### src/rtl/sim_host_pkg.sv
// sim_host_pkg: shared constants and types for the simulation host port.
//   Default bus addresses for the three store targets, the pass result code,
//   the exit code reported on a timeout, and the exit-source enumeration used
//   to select which status update (if any) happens on a given edge.
package sim_host_pkg;

   localparam logic [31:0] ADDR_PUTCHAR      = 32'h1000_0000;
   localparam logic [31:0] ADDR_RESULT       = 32'h1000_1000;
   localparam logic [31:0] ADDR_TOHOST       = 32'h0000_1000;
   localparam logic [7:0]  PASS_CODE         = 8'h03;
   localparam logic [31:0] TIMEOUT_EXIT_CODE = 32'hFFFF_FFFF;

   typedef enum logic [1:0] {
      SRC_NONE,
      SRC_RESULT,
      SRC_TOHOST,
      SRC_TIMEOUT
   } exit_src_e;

endpackage

### src/rtl/sim_host_port_sync_fifo.sv
// sync_fifo: single-clock FIFO with wrapping read/write pointers.
//   clk, rstn   : clock, asynchronous active-low reset (empties the FIFO)
//   push        : write request; accepted when not full, or when full and a
//                 pop is accepted in the same cycle
//   push_data   : data written on an accepted push
//   full, empty : occupancy flags
//   pop         : read request; accepted when not empty
//   pop_data    : head entry (valid while !empty), no fall-through
module sync_fifo #(
   parameter int unsigned WIDTH = 8,
   parameter int unsigned DEPTH = 16
) (
   input  logic             clk,
   input  logic             rstn,
   input  logic             push,
   input  logic [WIDTH-1:0] push_data,
   output logic             full,
   input  logic             pop,
   output logic [WIDTH-1:0] pop_data,
   output logic             empty
);

   localparam int unsigned AW = $clog2(DEPTH);

   logic [WIDTH-1:0] mem [DEPTH];
   logic [AW-1:0]    wr_ptr;
   logic [AW-1:0]    rd_ptr;
   logic [AW:0]      count;
   logic             do_push;
   logic             do_pop;

   assign empty    = (count == '0);
   assign full     = (count == (AW+1)'(DEPTH));
   assign do_pop   = pop & ~empty;
   assign do_push  = push & (~full | do_pop);
   assign pop_data = mem[rd_ptr];

   // Storage carries no reset; emptiness is tracked by count alone.
   always_ff @(posedge clk) begin
      if (do_push) begin
         mem[wr_ptr] <= push_data;
      end
   end

   always_ff @(posedge clk or negedge rstn) begin
      if (!rstn) begin
         wr_ptr <= '0;
         rd_ptr <= '0;
         count  <= '0;
      end else begin
         // DEPTH is a power of two, so pointer overflow wraps naturally.
         if (do_push) wr_ptr <= wr_ptr + 1'b1;
         if (do_pop)  rd_ptr <= rd_ptr + 1'b1;
         case ({do_push, do_pop})
            2'b10:   count <= count + 1'b1;
            2'b01:   count <= count - 1'b1;
            default: ;
         endcase
      end
   end

endmodule

### src/rtl/sim_host_port.sv
// sim_host_port: write-only memory-mapped host device for guest programs.
//   clk, rstn    : clock, asynchronous active-low reset
//   bus_*        : store snoop (valid, write, wmask, wdata, addr); never stalls
//   char_valid/char_data/char_ready : buffered putchar byte stream
//   done/pass/fail/timeout : sticky run status
//   exit_code    : captured exit value
//   dropped      : putchar bytes lost to a full FIFO (saturating)
//   cycles       : cycles since reset release, frozen at done (saturating)
module sim_host_port
   import sim_host_pkg::*;
#(
   parameter logic [31:0] ADDR_PUTCHAR   = sim_host_pkg::ADDR_PUTCHAR,
   parameter logic [31:0] ADDR_RESULT    = sim_host_pkg::ADDR_RESULT,
   parameter logic [31:0] ADDR_TOHOST    = sim_host_pkg::ADDR_TOHOST,
   parameter logic [7:0]  PASS_CODE      = sim_host_pkg::PASS_CODE,
   parameter int unsigned FIFO_DEPTH     = 16,
   parameter int unsigned TIMEOUT_CYCLES = 20000
) (
   input  logic        clk,
   input  logic        rstn,
   input  logic        bus_valid,
   input  logic        bus_write,
   input  logic [3:0]  bus_wmask,
   input  logic [31:0] bus_wdata,
   input  logic [31:0] bus_addr,
   output logic        char_valid,
   output logic [7:0]  char_data,
   input  logic        char_ready,
   output logic        done,
   output logic        pass,
   output logic        fail,
   output logic        timeout,
   output logic [31:0] exit_code,
   output logic [15:0] dropped,
   output logic [31:0] cycles
);

   localparam logic [31:0] TIMEOUT_LAST = 32'(TIMEOUT_CYCLES - 1);

   logic      store;
   logic      hit_putchar;
   logic      hit_result;
   logic      hit_tohost;
   logic      fifo_full;
   logic      fifo_empty;
   logic      pop;
   logic [7:0] fifo_head;
   logic      timeout_hit;
   exit_src_e src;

   assign store       = bus_valid & bus_write & bus_wmask[0];
   assign hit_putchar = store & (bus_addr == ADDR_PUTCHAR);
   assign hit_result  = store & (bus_addr == ADDR_RESULT);
   assign hit_tohost  = store & (bus_addr == ADDR_TOHOST);

   assign char_valid = ~fifo_empty;
   assign pop        = char_valid & char_ready;
   // Gate the head entry so stale storage never shows after a reset.
   assign char_data  = fifo_empty ? '0 : fifo_head;

   sync_fifo #(
      .WIDTH (8),
      .DEPTH (FIFO_DEPTH)
   ) u_fifo (
      .clk       (clk),
      .rstn      (rstn),
      .push      (hit_putchar),
      .push_data (bus_wdata[7:0]),
      .full      (fifo_full),
      .pop       (pop),
      .pop_data  (fifo_head),
      .empty     (fifo_empty)
   );

   always_ff @(posedge clk or negedge rstn) begin
      if (!rstn) begin
         dropped <= '0;
      end else if (hit_putchar && fifo_full && !pop && dropped != '1) begin
         dropped <= dropped + 1'b1;
      end
   end

   always_comb begin
      timeout_hit = 1'b0;
      if (TIMEOUT_CYCLES != 0) begin
         timeout_hit = (cycles == TIMEOUT_LAST);
      end
   end

   // Exit stores take priority over a coinciding timeout expiry.
   always_comb begin
      src = SRC_NONE;
      if (!done) begin
         if (hit_result)                      src = SRC_RESULT;
         else if (hit_tohost && bus_wdata[0]) src = SRC_TOHOST;
         else if (timeout_hit)                src = SRC_TIMEOUT;
      end
   end

   always_ff @(posedge clk or negedge rstn) begin
      if (!rstn) begin
         done      <= 1'b0;
         pass      <= 1'b0;
         fail      <= 1'b0;
         timeout   <= 1'b0;
         exit_code <= '0;
      end else begin
         case (src)
            SRC_RESULT: begin
               done      <= 1'b1;
               exit_code <= bus_wdata;
               pass      <= (bus_wdata[7:0] == PASS_CODE);
               fail      <= (bus_wdata[7:0] != PASS_CODE);
            end
            SRC_TOHOST: begin
               done      <= 1'b1;
               exit_code <= {1'b0, bus_wdata[31:1]};
               pass      <= (bus_wdata[31:1] == '0);
               fail      <= (bus_wdata[31:1] != '0);
            end
            SRC_TIMEOUT: begin
               done      <= 1'b1;
               timeout   <= 1'b1;
               fail      <= 1'b1;
               exit_code <= TIMEOUT_EXIT_CODE;
            end
            default: ;
         endcase
      end
   end

   always_ff @(posedge clk or negedge rstn) begin
      if (!rstn) begin
         cycles <= '0;
      end else if (!done && cycles != '1) begin
         cycles <= cycles + 1'b1;
      end
   end

endmodule

### config.mk
export PLATFORM = sky130hd
export DESIGN_NAME = sim_host_port
export DESIGN_NICKNAME = d
export VERILOG_FILES = /design/src/rtl/sim_host_pkg.sv /design/src/rtl/sim_host_port_sync_fifo.sv /design/src/rtl/sim_host_port.sv
export SDC_FILE = /design/constraint.sdc
export NUM_CORES = 1
export LEC_CHECK = 0
export ABC_AREA = 0
export BUFFER_PORTS_ARGS = -buffer_cell sky130_fd_sc_hd__clkbuf_2
export CAP_MARGIN = 40
export CORE_UTILIZATION = 55
export CTS_BUF_LIST = sky130_fd_sc_hd__clkbuf_8
export CTS_CLUSTER_DIAMETER = 150
export DETAILED_ROUTE_END_ITERATION = 8
export MAX_ROUTING_LAYER = met4
export PLACE_DENSITY_LB_ADDON = 0.1
export SYNTH_ARGS = -nofsm -noshare
export SYNTH_HDL_FRONTEND = slang
export SYNTH_SLANG_ARGS = --single-unit
### constraint.sdc
create_clock -name clk -period 3.9 [get_ports clk]
set_input_delay 0.585 -clock clk [delete_from_list [all_inputs] [get_ports clk]]
set_output_delay 0.585 -clock clk [all_outputs]
set_load 0.005 [all_outputs]
Word level (Yosys, flattened, before mapping)
Memory sizes are Yosys's and may differ from the RTL's.
Cells that the tools add are included.
Widths: inputs -> output; s select.
{"block": "op_classes", "add_sub_neg": 6, "eq_ne": 14, "n_mux": 11, "bitwise_logic": 11, "reduce_logical": 14}
{"operator": "$pmux 32 s3", "n": 1}
{"operator": "$eq 32x29->1 const B", "n": 2}
{"operator": "$add 32x1->32 const B", "n": 1}
{"operator": "$eq 32x13->1 const B", "n": 1}
{"operator": "$eq 32x15->1 const B", "n": 1}
{"operator": "$ne 32x32->1 const B", "n": 1}
{"operator": "$logic_not 31->1", "n": 1}
{"operator": "$reduce_bool 31->1", "n": 1}
{"operator": "$add 16x1->16 const B", "n": 1}
{"operator": "$ne 16x16->1 const B", "n": 1}
{"operator": "$pmux 5 s2", "n": 1}
{"operator": "$add 4x1->4 const B", "n": 2}
{"operator": "$and 1x1->1", "n": 8}
{"operator": "$eq 8x2->1 const B", "n": 1}
{"operator": "$mux 2", "n": 4}
{"operator": "$mux 8", "n": 1}
{"operator": "$ne 8x2->1 const B", "n": 1}
{"operator": "$eq 2x2->1 const B", "n": 3}
{"operator": "$add 5x1->5 const B", "n": 1}
{"operator": "$eq 5x5->1 const B", "n": 1}
{"operator": "$logic_and 1x1->1", "n": 5}
{"operator": "$logic_not 5->1", "n": 1}
{"operator": "$sub 5x1->5 const B", "n": 1}
{"operator": "$eq 2x1->1 const B", "n": 2}
{"operator": "9 further kinds", "n": 13}
{"block": "totals", "register_bits": 97, "ramBits": 128, "out_inout_bits": 93, "memories": 1}
{"name": "u_fifo.mem", "words": 16, "width": 8, "rd": 1, "rd_ports_with_merged_regs": 0, "wr": 1, "line_no": "sim_host_port_sync_fifo.sv:25", "text": "logic [WIDTH-1:0] mem [DEPTH];"}

Longest topological paths before layout
{"block": "depth", "depth_word": 9, "mapped_depth": 16, "mapped_depth_nobuf": 12}

Hierarchy
A second synthesis with hierarchy kept.
{"block": "hier_totals", "hier_cells": 785, "area_unflattened_um2": 10367.4}
{"mod": "sync_fifo", "n_inst": 1, "cells_each": 306, "area_each_um2": 5835.6, "seq_area_each_um2": 4169.0}
{"mod": "sim_host_port", "n_inst": 1, "cells_each": 479, "area_each_um2": 4531.8, "seq_area_each_um2": 2102.0}

Worst setup path before layout
No wires, ideal clock.
{"block": "synth_timing", "path_kind": "in2reg", "from": "input port bus_addr[5]", "to": "register u_fifo.count[4]", "setup_time_ns": 0.128, "arrival_ns": 3.333, "setup_slack_ns": 0.439, "path_stages": 15, "n_path_buf": 3, "path_cell_list": "or4_1 nor4_1 and2_1 and3_1 buf_2 buf_4 inv_1 ha_1 clkbuf_1 xor2_1 ha_1 o211a_1 o21bai_1 a21oi_1 xor2_1"}
{"block": "synth_via", "elab_chain_cells": 5, "word_cells_on_any_way": 7, "classes_between": "3 x eq/ne; 1 x mux; 2 x bitwise; 1 x reduce/logical"}
{"element": "from (decl)", "line_no": "sim_host_port.sv:25", "text": "input logic [31:0] bus_addr,"}
{"element": "$eq 32x29->1 (*)", "line_no": "sim_host_port.sv:52", "text": "assign hit_putchar = store & (bus_addr == ADDR_PUTCHAR);"}
{"element": "$and 1x1->1 (*)", "line_no": "sim_host_port.sv:52"}
{"element": "$and 1x1->1 (*)", "line_no": "sim_host_port_sync_fifo.sv:35", "text": "assign do_push = push & (~full | do_pop);"}
{"element": "$eq 2x1->1 / $eq 2x2->1 (equally long branches)", "line_no": "sim_host_port_sync_fifo.sv:54", "text": "case ({do_push, do_pop})"}
{"element": "$pmux 5 s2 / $reduce_bool 2->1 (equally long branches)"}
{"element": "to (signal assigned)", "line_no": "sim_host_port_sync_fifo.sv:55", "text": "2'b10: count <= count + 1'b1;"}
{"element": "to (signal assigned)", "line_no": "sim_host_port_sync_fifo.sv:56", "text": "2'b01: count <= count - 1'b1;"}
{"element": "to (decl)", "line_no": "sim_host_port_sync_fifo.sv:28", "text": "logic [AW:0] count;"}
Every way passes the cells marked *; elsewhere a longest branch is shown, timed or not.
A chain may end at the register's enable or synchronous reset.

Worst setup path in the final report
{"block": "layout_timing", "from": "register cycles[16]", "to": "register fail"}
{"block": "layout_via", "elab_chain_cells": 7, "word_cells_on_any_way": 10, "classes_between": "4 x eq/ne; 5 x mux; 1 x reduce/logical"}
{"element": "from (decl)", "line_no": "sim_host_port.sv:35", "text": "output logic [31:0] cycles"}
{"element": "from (signal assigned)", "line_no": "sim_host_port.sv:136", "text": "cycles <= cycles + 1'b1;"}
{"element": "$eq 32x15->1 (*)", "line_no": "sim_host_port.sv:86", "text": "timeout_hit = (cycles == TIMEOUT_LAST);"}
{"element": "$mux 2 (*)", "line_no": "sim_host_port.sv:96", "text": "else if (timeout_hit) src = SRC_TIMEOUT;"}
{"element": "$mux 2 (*)", "line_no": "sim_host_port.sv:95", "text": "else if (hit_tohost && bus_wdata[0]) src = SRC_TOHOST;"}
{"element": "$mux 2 (*)", "line_no": "sim_host_port.sv:94", "text": "if (hit_result) src = SRC_RESULT;"}
{"element": "$mux 2 (*)", "line_no": "sim_host_port.sv:93", "text": "if (!done) begin"}
{"element": "$eq 2x2->1 / $eq 2x1->1 (equally long branches)", "line_no": "sim_host_port.sv:108", "text": "case (src)"}
{"element": "$pmux 1 s3 / $reduce_bool 3->1 (equally long branches)"}
{"element": "to (signal assigned)", "line_no": "sim_host_port.sv:113", "text": "fail <= (bus_wdata[7:0] != PASS_CODE);"}
{"element": "to (signal assigned)", "line_no": "sim_host_port.sv:119", "text": "fail <= (bus_wdata[31:1] != '0);"}
{"element": "to (decl)", "line_no": "sim_host_port.sv:31", "text": "output logic fail,"}
Marked as above.

==> impl_metrics.tcl <==
set metrics [dict create \
    status "complete, but fails checks" \
    violations "design-rule violations" \
    grt_pass1_vias 7064 \
    rsz0062_at_grt "no" \
    max_slew_margin_pct 44.8 \
    met2_wirelength_um 11300 \
    gp_congestion 0.857 \
    cts_hold_buf 0 \
    postSynthAreaPerCell_um2 13.6 \
    initial_utilization_pct 56.5 \
    wl_per_cell_um 19.1 \
    yosysTopAreaCell "edfxtp_1" \
    setup_violations 0 \
    io_buffers 162 \
    dr_total_vias 6912 \
    power.density_mw_per_mm2 483 \
    gr-total-overflow 0 \
    regArea_mm2 0.00627 \
    syn_nets 838 \
    stdcell_count 1178 \
    grt_usage_pct 25.2 \
    tightest_slew_ns 0.829 \
    final_hold_viol_count 0 \
    synth_top_area_share_pct 37.6 \
    synth_common_cells "128 x edfxtp_1, 97 x dfrtp_1, 59 x nand2_1, 46 x nor2b_1, 40 x mux4_2" \
    clk_latency_ns 0.52 \
    crit_type "reg -> reg" \
    cts_buffers 37 \
    drive_above_1_share_pct 29.6 \
    yosys_warnings 0 \
    vdd_drop_max_mv 0.428 \
    max_freq_mhz 279 \
    clock-sinks 225 \
    fin_skew_ns 0.0162 \
    synth_area_mm2 0.0102 \
    htree_levels 2 \
    cts_tree "done" \
    seq_area_frac_synth_pct 61.4 \
    area_growth_syn_to_layout_pct 17.0 \
    fin_crit_sh_pct 91.8 \
    crit_family "simple AND/OR/NAND/NOR gates" \
    post_cts_resize_count 0 \
    ant_nets 0 \
    synth_seq_cells 225 \
    wl_met1_um 9540 \
    drtIter0Drc 416 \
    final.setup.tns_ns 0 \
    yosys-top-cells-area "edfxtp_1 38%, dfrtp_1 24%, mux4_2 8.8%" \
    cp_num_buf_inv 1 \
    nets 1010 \
    dpl.cell_count 1113 \
    clkTransAtPathRegs_ns 0.06 \
    core_mm2 0.0181 \
    worstPathCellList "or4b_1 > or4_1 > nor3_2 > a32oi_1 > or2_1 > ha_2 > buf_4 > nor2b_1 > nand2_1 > o21ai_0 > nand3_1 > o31a_1" \
    fp-row-count 49 \
    dr_wl_met3_um 1130 \
    slew_viol_final 0 \
    crit_path_start_kind "register" \
    maxCapViolCount 0 \
    fin_crit_ns 3.58 \
    crit_fanout 17 \
    viasPerCell 5.87 \
    clock_path_buffers 3 \
    dpl.hpwl_um 15500 \
    synth-edff-count 128 \
    multi_input_area_mm2 0.00374 \
    nFillCells 1366 \
    antenna_found_initial 0 \
    crit_required_ns 4.30 \
    hp-class "in -> async" \
    insertedDiodeCount 0 \
    grt_max_degree 64 \
    wl_um 22400 \
    power.leakage_nw 5.01 \
    synth_async_sr_flop_share_pct 43.1 \
    drtPass1Iterations 7 \
    ios 166 \
    clockRootBuffer "clkbuf_8" \
    ys_dominant_reg_cell "edfxtp_1" \
    max_stage_delay_ns 0.52 \
    drc_errors 6 \
    post_cts.repair.setup_buffers 0 \
    slowest_stage "or4b_1" \
    synth.most_common_cell "edfxtp_1" \
    dieArea_mm2 0.0191 \
    setup.worst_path.end_class "register" \
    synthCells 751 \
    grt_pass1_wl_um 36500 \
    die_x_um 138 \
    chipHeight_um 138 \
    routed.top_layer "met4" \
    arrival_ns 3.98 \
    synth_cell_types 53 \
]
-- report_power, final --
group	internal [W]	switching [W]
registers	0.00257	0.000105
clock network	0.000994	0.000904
logic	0.000672	0.000522
total	0.00424	0.00153
-- stage by stage --
step                      total power (W)  setup slack (ns)  hold slack [ns]  cell area [um2]  util, %
after global routing              0.00602            0.0961            0.202            11900     66.0
after global placement            0.00391             0.365            0.452            11300     62.2
after CTS                         0.00584             0.314            0.170            11900     66.0
after detailed placement          0.00394             0.216            0.464            11300     62.3
final                             0.00577             0.319            0.160            11900     66.0
after floorplan                   0.00355             0.439            0.289            10200        -
-- sequential cells by signal (all words and copies together) (netlist names), 4 cells and up --
name / count
u_fifo.count: 5
exit_code: 32
u_fifo.wr_ptr: 4
u_fifo.rd_ptr: 4
u_fifo.mem: 128
cycles: 32
dropped: 16
-- worst paths after layout --
check	from	endpoint	slack, ns	depth (start not counted)
hold reg to reg	timeout$_DFFE_PN0P_	timeout$_DFFE_PN0P_	0.47	1
setup / recovery	cycles[16]$_DFFE_PN0P_	fail$_DFFE_PN0P_	0.32	12
min in group clk	bus_wdata[25]	exit_code[24]$_DFFE_PN0P_	0.41	3
max in group asynchronous	rstn	exit_code[25]$_DFFE_PN0P_	2.92	2
setup reg to reg	cycles[16]$_DFFE_PN0P_	fail$_DFFE_PN0P_	0.32	12
hold / removal	rstn	cycles[11]$_DFFE_PN0P_	0.16	1
-- layout by cell type (no fill, tap or decap), drive strengths merged, types with 2 or more instances in the layout --
cell type / netlist / routed
clkinvlp: 0 / 2
inv: 9 / 21
or4: 4 / 4
buf: 11 / 14
a41oi: 2 / 2
nor4b: 3 / 3
o211a: 2 / 2
and3: 34 / 34
nor2b: 46 / 46
ha: 14 / 14
edfxtp: 128 / 128
a211oi: 32 / 32
nand3: 22 / 22
clkbuf: 31 / 200
and2: 7 / 7
mux2: 5 / 5
nand2: 59 / 59
o211ai: 2 / 2
and4: 12 / 12
nor2: 14 / 14
a21oi: 9 / 9
mux4: 40 / 40
xnor2: 31 / 31
nand4: 25 / 25
o21ai: 40 / 40
clkinv: 0 / 11
nor3b: 2 / 2
nor3: 11 / 11
xor2: 22 / 22
dfrtp: 97 / 97
or2: 4 / 4
nor4: 19 / 19
-- layout make-up --
type	count	area share (%)
flip-flops and latches	225	52.5
multi-input cells	475	31.3
repair buffers	175	7.82
inverters	9	0.283
clock buffers	39	4.49
clock inverters	26	1.16
well taps	229	2.40
-- layer usage --
layer,up-vias,track usage (%)
met5,-,-
met4,0,8.81
met3,45,4.47
met2,231,41.2
met1,3430,32.0
li1,3206,-
-- cell families (layout without fill, tap and decap cells) --
kind of cell	after synthesis	after routing	synth area share, %
multiplexers	46	46	9.47
AO/OA/AOI/OAI	95	95	5.93
AND/OR/NAND/NOR	267	267	14.9
adder cells (fa/ha/maj)	14	14	1.72
flip-flops	225	225	61.4
XOR/XNOR	53	53	4.55
buffers and inverters	51	249	1.99
Power figures use the tool's default switching activity.
